### src/rtl/prime_dpe_seq_if.sv
// Command, operand-stream and DPE control bundle for prime_dpe_seq_ctrl.
// master = command/stream source, slave = the sequencer.
interface prime_dpe_seq_if #(
  parameter int VEC_W = 16
);
  logic             cmd_valid;
  logic             cmd_ready;
  logic             cmd_load_w;
  logic [VEC_W-1:0] cmd_num_vec;
  logic             in_valid;
  logic             in_ready;
  logic [95:0]      in_data;
  logic             dpe_ena;
  logic [95:0]      dpe_data_in;
  logic             dpe_load_bb_one;
  logic             dpe_load_bb_two;
  logic             dpe_load_buf_sel;
  logic [1:0]       dpe_feed_sel;
  logic             dpe_zero_en;
  logic             res_valid;
  logic             res_last;
  logic             busy;
  logic [31:0]      perf_busy_cnt;
  logic [31:0]      perf_stall_cnt;

  modport master (
    output cmd_valid, cmd_load_w, cmd_num_vec, in_valid, in_data,
    input  cmd_ready, in_ready, dpe_ena, dpe_data_in, dpe_load_bb_one, dpe_load_bb_two,
           dpe_load_buf_sel, dpe_feed_sel, dpe_zero_en, res_valid, res_last, busy,
           perf_busy_cnt, perf_stall_cnt
  );

  modport slave (
    input  cmd_valid, cmd_load_w, cmd_num_vec, in_valid, in_data,
    output cmd_ready, in_ready, dpe_ena, dpe_data_in, dpe_load_bb_one, dpe_load_bb_two,
           dpe_load_buf_sel, dpe_feed_sel, dpe_zero_en, res_valid, res_last, busy,
           perf_busy_cnt, perf_stall_cnt
  );
endinterface

### src/rtl/prime_dpe_seq_ctrl.sv
// Sequencer for one INT8 dot-product engine with ping-pong weight buffers.
// Optional busy/stall counters are built when PRIME_DPE_SEQ_PERF_EN is defined.
//
// state | meaning
// IDLE  | waiting for a command, cmd_ready high
// LOAD  | three weight beats into the shadow buffer, then swap
// RUN   | streaming activation vectors, one per accept
// DRAIN | waiting for in-flight results to leave the pipe
module prime_dpe_seq_ctrl #(
  parameter logic [1:0] FEED_SEL = 2'b00,
  parameter int         VEC_W    = 16,
  parameter int         LAT      = 4
) (
  input logic            clk,
  input logic            clr,
  prime_dpe_seq_if.slave bus
);
  typedef enum logic [1:0] {IDLE, LOAD, RUN, DRAIN} state_t;

  localparam bit               CASCADE = (FEED_SEL != 2'b00);
  localparam logic [VEC_W-1:0] ONE     = {{(VEC_W-1){1'b0}}, 1'b1};

  state_t           state, state_nxt;
  logic [VEC_W-1:0] remain, remain_nxt;
  logic [1:0]       beat, beat_nxt;
  logic             buf_sel, buf_sel_nxt;
  logic [95:0]      data_q;
  logic [LAT-1:0]   pipe_v, pipe_l;
  logic             rdy, beat_go, run_acc, stall, busy_i;

  always_comb begin
    state_nxt   = state;
    remain_nxt  = remain;
    beat_nxt    = beat;
    buf_sel_nxt = buf_sel;
    rdy         = 1'b0;
    beat_go     = 1'b0;
    run_acc     = 1'b0;
    stall       = 1'b0;
    case (state)
      IDLE: begin
        if (bus.cmd_valid) begin
          remain_nxt = bus.cmd_num_vec;
          beat_nxt   = 2'd0;
          if (bus.cmd_load_w)
            state_nxt = LOAD;
          else if (bus.cmd_num_vec != '0)
            state_nxt = RUN;
        end
      end
      LOAD: begin
        // Cascade weights arrive on a side path, so every LOAD cycle is a beat.
        rdy     = !CASCADE;
        beat_go = CASCADE ? 1'b1 : bus.in_valid;
        stall   = !CASCADE && !bus.in_valid;
        if (beat_go) begin
          beat_nxt = beat + 2'd1;
          if (beat == 2'd2) begin
            beat_nxt    = 2'd0;
            buf_sel_nxt = ~buf_sel;
            state_nxt   = (remain != '0) ? RUN : IDLE;
          end
        end
      end
      RUN: begin
        rdy     = 1'b1;
        run_acc = bus.in_valid;
        stall   = !bus.in_valid;
        if (run_acc) begin
          remain_nxt = remain - ONE;
          if (remain == ONE)
            state_nxt = DRAIN;
        end
      end
      DRAIN: begin
        // Holding here until the pipe empties keeps the next swap off in-flight MACs.
        if (pipe_v == '0)
          state_nxt = IDLE;
      end
      default: state_nxt = IDLE;
    endcase
  end

  always_ff @(posedge clk) begin
    if (clr) begin
      state   <= IDLE;
      remain  <= '0;
      beat    <= 2'd0;
      buf_sel <= 1'b0;
      data_q  <= '0;
      pipe_v  <= '0;
      pipe_l  <= '0;
    end else begin
      state   <= state_nxt;
      remain  <= remain_nxt;
      beat    <= beat_nxt;
      buf_sel <= buf_sel_nxt;
      if (bus.in_valid && rdy)
        data_q <= bus.in_data;
      pipe_v <= {pipe_v[LAT-2:0], run_acc};
      pipe_l <= {pipe_l[LAT-2:0], run_acc && (remain == ONE)};
    end
  end

  assign busy_i               = (state != IDLE) || (pipe_v != '0);
  assign bus.cmd_ready        = (state == IDLE);
  assign bus.in_ready         = rdy;
  assign bus.dpe_ena          = (state != IDLE);
  assign bus.dpe_data_in      = data_q;
  assign bus.dpe_load_bb_one  = beat_go && buf_sel;
  assign bus.dpe_load_bb_two  = beat_go && !buf_sel;
  assign bus.dpe_load_buf_sel = buf_sel;
  assign bus.dpe_feed_sel     = FEED_SEL;
  assign bus.res_valid        = pipe_v[LAT-1];
  assign bus.res_last         = pipe_l[LAT-1];
  assign bus.dpe_zero_en      = ~pipe_v[LAT-1];
  assign bus.busy             = busy_i;

`ifdef PRIME_DPE_SEQ_PERF_EN
  logic [31:0] busy_cnt, stall_cnt;

  always_ff @(posedge clk) begin
    if (clr) begin
      busy_cnt  <= '0;
      stall_cnt <= '0;
    end else begin
      if (busy_i && (busy_cnt != '1))
        busy_cnt <= busy_cnt + 32'd1;
      if (stall && (stall_cnt != '1))
        stall_cnt <= stall_cnt + 32'd1;
    end
  end

  assign bus.perf_busy_cnt  = busy_cnt;
  assign bus.perf_stall_cnt = stall_cnt;
`else
  assign bus.perf_busy_cnt  = 32'd0;
  assign bus.perf_stall_cnt = 32'd0;
`endif
endmodule

### src/flat_wrapper.sv
// flat-port wrapper written by rule: the top's interface ports become plain ports
module prime_dpe_seq_ctrl_flat 
#(
  parameter logic [1:0] FEED_SEL = 2'b00,
  parameter int         VEC_W    = 16,
  parameter int         LAT      = 4
)
  (clk, clr, bus_cmd_valid, bus_cmd_load_w, bus_cmd_num_vec, bus_in_valid, bus_in_data, bus_cmd_ready, bus_in_ready, bus_dpe_ena, bus_dpe_data_in, bus_dpe_load_bb_one, bus_dpe_load_bb_two, bus_dpe_load_buf_sel, bus_dpe_feed_sel, bus_dpe_zero_en, bus_res_valid, bus_res_last, bus_busy, bus_perf_busy_cnt, bus_perf_stall_cnt);
  prime_dpe_seq_if #(.VEC_W(VEC_W)) bus_i ();
  input logic clk;
  input logic clr;
  input wire logic [$bits(bus_i.cmd_valid)-1:0] bus_cmd_valid;
  input wire logic [$bits(bus_i.cmd_load_w)-1:0] bus_cmd_load_w;
  input wire logic [$bits(bus_i.cmd_num_vec)-1:0] bus_cmd_num_vec;
  input wire logic [$bits(bus_i.in_valid)-1:0] bus_in_valid;
  input wire logic [$bits(bus_i.in_data)-1:0] bus_in_data;
  output wire logic [$bits(bus_i.cmd_ready)-1:0] bus_cmd_ready;
  output wire logic [$bits(bus_i.in_ready)-1:0] bus_in_ready;
  output wire logic [$bits(bus_i.dpe_ena)-1:0] bus_dpe_ena;
  output wire logic [$bits(bus_i.dpe_data_in)-1:0] bus_dpe_data_in;
  output wire logic [$bits(bus_i.dpe_load_bb_one)-1:0] bus_dpe_load_bb_one;
  output wire logic [$bits(bus_i.dpe_load_bb_two)-1:0] bus_dpe_load_bb_two;
  output wire logic [$bits(bus_i.dpe_load_buf_sel)-1:0] bus_dpe_load_buf_sel;
  output wire logic [$bits(bus_i.dpe_feed_sel)-1:0] bus_dpe_feed_sel;
  output wire logic [$bits(bus_i.dpe_zero_en)-1:0] bus_dpe_zero_en;
  output wire logic [$bits(bus_i.res_valid)-1:0] bus_res_valid;
  output wire logic [$bits(bus_i.res_last)-1:0] bus_res_last;
  output wire logic [$bits(bus_i.busy)-1:0] bus_busy;
  output wire logic [$bits(bus_i.perf_busy_cnt)-1:0] bus_perf_busy_cnt;
  output wire logic [$bits(bus_i.perf_stall_cnt)-1:0] bus_perf_stall_cnt;
  assign bus_i.cmd_valid = bus_cmd_valid;
  assign bus_i.cmd_load_w = bus_cmd_load_w;
  assign bus_i.cmd_num_vec = bus_cmd_num_vec;
  assign bus_i.in_valid = bus_in_valid;
  assign bus_i.in_data = bus_in_data;
  assign bus_cmd_ready = bus_i.cmd_ready;
  assign bus_in_ready = bus_i.in_ready;
  assign bus_dpe_ena = bus_i.dpe_ena;
  assign bus_dpe_data_in = bus_i.dpe_data_in;
  assign bus_dpe_load_bb_one = bus_i.dpe_load_bb_one;
  assign bus_dpe_load_bb_two = bus_i.dpe_load_bb_two;
  assign bus_dpe_load_buf_sel = bus_i.dpe_load_buf_sel;
  assign bus_dpe_feed_sel = bus_i.dpe_feed_sel;
  assign bus_dpe_zero_en = bus_i.dpe_zero_en;
  assign bus_res_valid = bus_i.res_valid;
  assign bus_res_last = bus_i.res_last;
  assign bus_busy = bus_i.busy;
  assign bus_perf_busy_cnt = bus_i.perf_busy_cnt;
  assign bus_perf_stall_cnt = bus_i.perf_stall_cnt;
  prime_dpe_seq_ctrl #(.FEED_SEL(FEED_SEL), .VEC_W(VEC_W), .LAT(LAT)) u_core (.clk(clk), .clr(clr), .bus(bus_i));
endmodule
### config.mk
export PLATFORM = sky130hd
export DESIGN_NAME = prime_dpe_seq_ctrl_flat
export DESIGN_NICKNAME = d
export VERILOG_FILES = /design/src/rtl/prime_dpe_seq_if.sv /design/src/rtl/prime_dpe_seq_ctrl.sv /design/src/flat_wrapper.sv
export SDC_FILE = /design/constraint.sdc
export NUM_CORES = 1
export LEC_CHECK = 0
export ABC_AREA = 0
export CAP_MARGIN = 20
export CORE_MARGIN = 3
export CORE_UTILIZATION = 43
export DETAILED_ROUTE_END_ITERATION = 12
export PLACE_DENSITY_LB_ADDON = 0.2
export SYNTH_ARGS = -nofsm -noshare
export SYNTH_HDL_FRONTEND = slang
export SYNTH_SLANG_ARGS = --single-unit
### constraint.sdc
create_clock -name clk -period 4.2 [get_ports clk]
set_input_delay 0.42 -clock clk [delete_from_list [all_inputs] [get_ports clk]]
set_output_delay 0.42 -clock clk [all_outputs]
set_load 0.005 [all_outputs]
# Word level (Yosys, flattened, before mapping)

Cells that the tools add are included.

Input bits: 117
Output and inout port bits: 172
Register bits after elaboration: 125
Word-level logic and storage cells: 62

Equal/unequal tests: 12
Add/sub/neg operators: 2
Reduce and logical (&&, ||, !) cells: 19
Muxes and demuxes: 20
Bitwise logic cells: 2

Operator list:

| kind                                                                    | number |
|---|---|
| 16-bit 2-to-1 mux                                                       | 2 |
| 16-bit case mux with 2 select lines                                     | 1 |
| 16-bit nonzero test                                                     | 2 |
| 2-bit 2-to-1 mux                                                        | 12 |
| 16-bit by 1-bit == test with 1-bit output, second input constant        | 1 |
| 16-bit by 1-bit subtractor with 16-bit output, second input constant    | 1 |
| 3-bit AND reduction                                                     | 3 |
| 2-bit case mux with 4 select lines                                      | 1 |
| 7-bit AND reduction                                                     | 1 |
| 2-bit == test, second input constant                                    | 3 |
| 2-bit by 1-bit inequality test with 1-bit output, second input constant | 3 |
| 2-bit inequality test, second input constant                            | 3 |
| 2-bit nonzero test                                                      | 3 |
| 1-bit logical AND                                                       | 4 |
| 4-bit logical NOT                                                       | 1 |
| 2-bit case mux with 2 select lines                                      | 1 |
| 4-bit nonzero test                                                      | 1 |
| 1-bit 2-to-1 mux                                                        | 3 |
| 3-bit by 2-bit inequality test with 1-bit output, second input constant | 1 |
| 2-bit by 1-bit adder with 2-bit output, second input constant           | 1 |
| 2-bit by 1-bit == test with 1-bit output, second input constant         | 1 |
| 2-bit logical NOT                                                       | 1 |
| 1-bit NOT                                                               | 2 |
| 2-bit OR reduction                                                      | 1 |
| 2 further kinds                                                         | 2 |

# Depth between registers and ports, before layout

Depth after elaboration: 5
Depth in mapped cells: 8
Gate-level depth less buffers: 7

# Worst setup path before layout

OpenSTA, ideal clock, no wires.

Kind: register to register
From: register u_core.remain[12]
To: register u_core.state[0]
Stages on the path, launching flop included: 5
Buffers on the path: 0
Data required time: 4.079 ns
Clock period less this slack: 1.955 ns
Setup time: 0.121 ns
Path slack: 2.245 ns
Data arrival time: 1.833 ns
Cells stage by stage: dfxtp_1 -> or4_4 -> or3_1 -> a211o_1 -> mux2_4

Longest elaborated chain between the ends: 3

RTL lines:

| item                                                              | RTL line                 | text |
|---|---|---|
| from (decl)                                                       | prime_dpe_seq_ctrl.sv:24 | `logic [VEC_W-1:0] remain, remain_nxt;` |
| from (signal assigned)                                            | prime_dpe_seq_ctrl.sv:95 | `remain <= remain_nxt;` |
| 16-bit by 1-bit == test with 1-bit output                         | prime_dpe_seq_ctrl.sv:71 | `if (remain == ONE)` |
| 2-bit by 1-bit inequality test with 1-bit output (no source line) | n/a                      |  |
| 7-bit AND reduction (no source line)                              | n/a                      |  |
| to (signal assigned)                                              | prime_dpe_seq_ctrl.sv:94 | `state <= state_nxt;` |
| to (decl)                                                         | prime_dpe_seq_ctrl.sv:23 | `state_t state, state_nxt;` |

No other way between the ends.
A chain may end at the register's enable or synchronous reset.

# Worst setup path after layout

From: input bus_in_valid
To: output bus_dpe_load_bb_two

Longest elaborated chain between the ends: 2

RTL lines:

| item              | RTL line                  | text |
|---|---|---|
| from (decl)       | flat_wrapper.sv:15        | `input wire logic [$bits(bus_i.in_valid)-1:0] bus_in_valid;` |
| 1-bit 2-to-1 mux  | prime_dpe_seq_ctrl.sv:40  | `case (state)` |
| 1-bit logical AND | prime_dpe_seq_ctrl.sv:111 | `assign bus.dpe_load_bb_two = beat_go && !buf_sel;` |
| to (decl)         | flat_wrapper.sv:22        | `output wire logic [$bits(bus_i.dpe_load_bb_two)-1:0] bus_dpe_load_bb_two;` |

No other way between the ends.

==> results.cfg <==
[die]
dieArea_mm2 = 0.0141
core_mm2 = 0.0122
io-pin-count = 289
row_count = 40
die_w_um = 119
initial_core_util_pct = 44.7
die_y_um = 119

[timing]
drv_slew = 0
clock_skew_ns = 0.00811
period_share_pct = 56.6
rsz0062_at_grt = false
clock.fmax_ghz = 0.421
hold_ws_ns = 0.433
relSlewSlack_pct = 33.4
hold_viol = 0
period_needed_ns = 2.38
setup_viol = 0
worst_pin_slew_ns = 0.999
tns_ns = 0

[critical_path]
cp_max_fo = 11
arrival_ns = 1.96
end_kind = output port
required_ns = 3.78
path_class = in2out
start_kind = input pin

[flow_run]
maxCapViolations = 0

[routing]
wl_per_cell_um = 14.4
vias = 5260
drtPass1Iterations = 4
vias_per_cell = 4.85
ant_nets = 0
wirelength_um = 15600
drtIter0Drc = 337
remaining_drc_errors = 0

[synthesis]
async_flop_share_pct = 0
synth_cell_types = 46
synth_top_flop_cell = dfxtp_1
syn_inst = 703
synth-seq-area-share_pct = 45.8
synth.area.top_cells = dfxtp_1 46%, nand2_1 14%, a21oi_1 10%
yosys.area.top_type_share_pct = 45.8
synth_edf_count = 0
syn_area_mm2 = 0.00546
yosysWarnings = 0
avgSynthCellArea_um2 = 7.77
synth_top_area_cell = dfxtp_1
synth_seq_cells = 125

[placement]
placedInstanceArea_mm2 = 0.00751
dp_hpwl_um = 11100
gp_congestion = 0.769
placedCellCount = 1052
io_buffers = 222

[global_route]
gr-total-overflow = 0
grt.met2_usage_pct = 36.3
busiest_layer = met2
use_met1_pct = 24.5
grt_usage_pct = 21.3
antenna_found_initial = 0
grt_pass1_wl_um = 24600
globalRouteMet3Util_pct = 6.89
grt_max_degree = 97
grt_pass1_vias = 4996

[clocking]
clock_latency_ns = 0.41
ctsHtreeMaxLevel = 4
cts_tree = yes
cts_buffer_depth = 2
cts-hold-fix-buffers = 0
numCtsBuffers = 17
clock-sinks = 125
clk_pin_slew_ns = 0.05
cts_setup_buffers = 0
clockRootBuffer = clkbuf_16
cts_resized = 0

[status]
outcome = finished clean

[power_and_ir_drop]
peakVddDrop_mv = 0.695
powerDensity_mw_per_mm2 = 641
power_leakage_nw = 3.02
power.total_mw = 5.21

[final_layout]
final_nets = 1027
drive_gt1_share_pct = 4.69
syn_to_final_growth_pct = 48.8
final_area_mm2 = 0.00813
stdcell_count = 1084
diodes = 0

[min_path]
hold_path_class = reg2reg
## layout by cell type (no fill, tap or decap), types with 3 or more instances in the layout
cell type,n
clkinv_2,3
clkdlybuf4s50_1,221
nor2b_1,12
conb_1,66
a21oi_1,112
nor2_1,16
nand3_1,4
nor3_1,10
clkinvlp_4,3
buf_4,4
a211oi_1,4
nor4_1,7
dfxtp_1,125
and3_1,3
ha_1,7
or3_1,4
nand2_1,210
o22ai_1,3
nand2b_1,7
a31oi_1,3
nand4_1,4
bufinv_16,3
nor3b_1,3
clkbuf_16,17
o21ai_1,6
o21ai_0,7
mux2i_1,5
o32ai_1,3
inv_1,11
## cell usage after synthesis (2+ instances only)
cell type	n
nand2_1	211
dfxtp_1	125
a21oi_1	112
buf_4	66
clkbuf_1	29
nor2_1	16
buf_1	14
nor2b_1	12
inv_1	11
nor3_1	10
ha_1	7
nand2b_1	7
nor4_1	7
o21ai_0	7
o21ai_1	6
mux2i_1	5
a211oi_1	4
nand3_1	4
nand4_1	4
or3_1	4
a31oi_1	3
and3_1	3
nor3b_1	3
o22ai_1	3
o32ai_1	3
a21o_1	2
nand3b_1	2
nor3_2	2
o211ai_1	2
o31a_1	2
or4_1	2
## report_power, final
part	switching, mW	leakage [nW]	internal, mW	total [mW]
clock network	0.530	0.296	0.966	1.50
logic	1.12	1.71	0.945	2.06
registers	0.186	1.02	1.46	1.65
## final cells by class
cell class | count | area, µm²
clock inverter | 13 | 163
timing repair buffer | 225 | 2240
tap | 168 | 210
multi-input combinational | 523 | 2520
fill | 1049 | 4080
inverter | 11 | 41.3
clock buffer | 19 | 453
sequential | 125 | 2500
## worst max-delay path, cell delays in order
cell and delay (ns):
clkdlybuf4s50_1 0.74, nand2_1 0.14, nor2_1 0.10, clkdlybuf4s50_1 0.55
## flip-flops by register name, summed over array words and instances (netlist names)
name and flops:
u_core.pipe_v 4, u_core.beat 2, u_core.remain 16, u_core.bus.dpe_data_in 96
u_core.pipe_l 4, u_core.state 2, u_core.bus.dpe_load_buf_sel 1
## worst paths after layout
kind / from / end / slack [ns] / cells after the start
max: bus_in_valid / bus_dpe_load_bb_two / 1.82 / 4
min: u_core.pipe_l[0] / u_core.pipe_l[1] / 0.43 / 1
min reg2reg: u_core.pipe_l[0] / u_core.pipe_l[1] / 0.43 / 1
max reg2reg: u_core.remain[0] / u_core.remain[14] / 1.85 / 7
## kinds of logic after synthesis
group | count (synthesis) | share of synthesized area, %
AOI/OAI and AO/OA | 152 | 15.3
and+or+nand+nor | 291 | 23.1
buffers and inverters | 120 | 12.8
muxes | 6 | 1.19
xor gates and xnor gates | 1 | 0.160
adders and majority gates | 7 | 1.60
other | 1 | 0.0686
DFF | 125 | 45.8
## per-stage QoR
step | util [%] | setup slack, ns
after floorplan | - | 2.25
after detailed placement | 61.5 | 1.66
after global routing | 66.6 | 1.66
after global placement | 61.5 | 1.56
final | 66.6 | 1.82
after CTS | 66.6 | 1.83
## routing by layer
| layer | up-vias | share of wire [%] |
|---|---|---|
| met1 | 2400 | 39 |
| met2 | 230 | 51 |
| li1 | 2603 | - |
| met5 | - | 0 |
| met4 | 0 | 2.5 |
| met3 | 27 | 7.6 |
(Power assumes the default switching activity.)
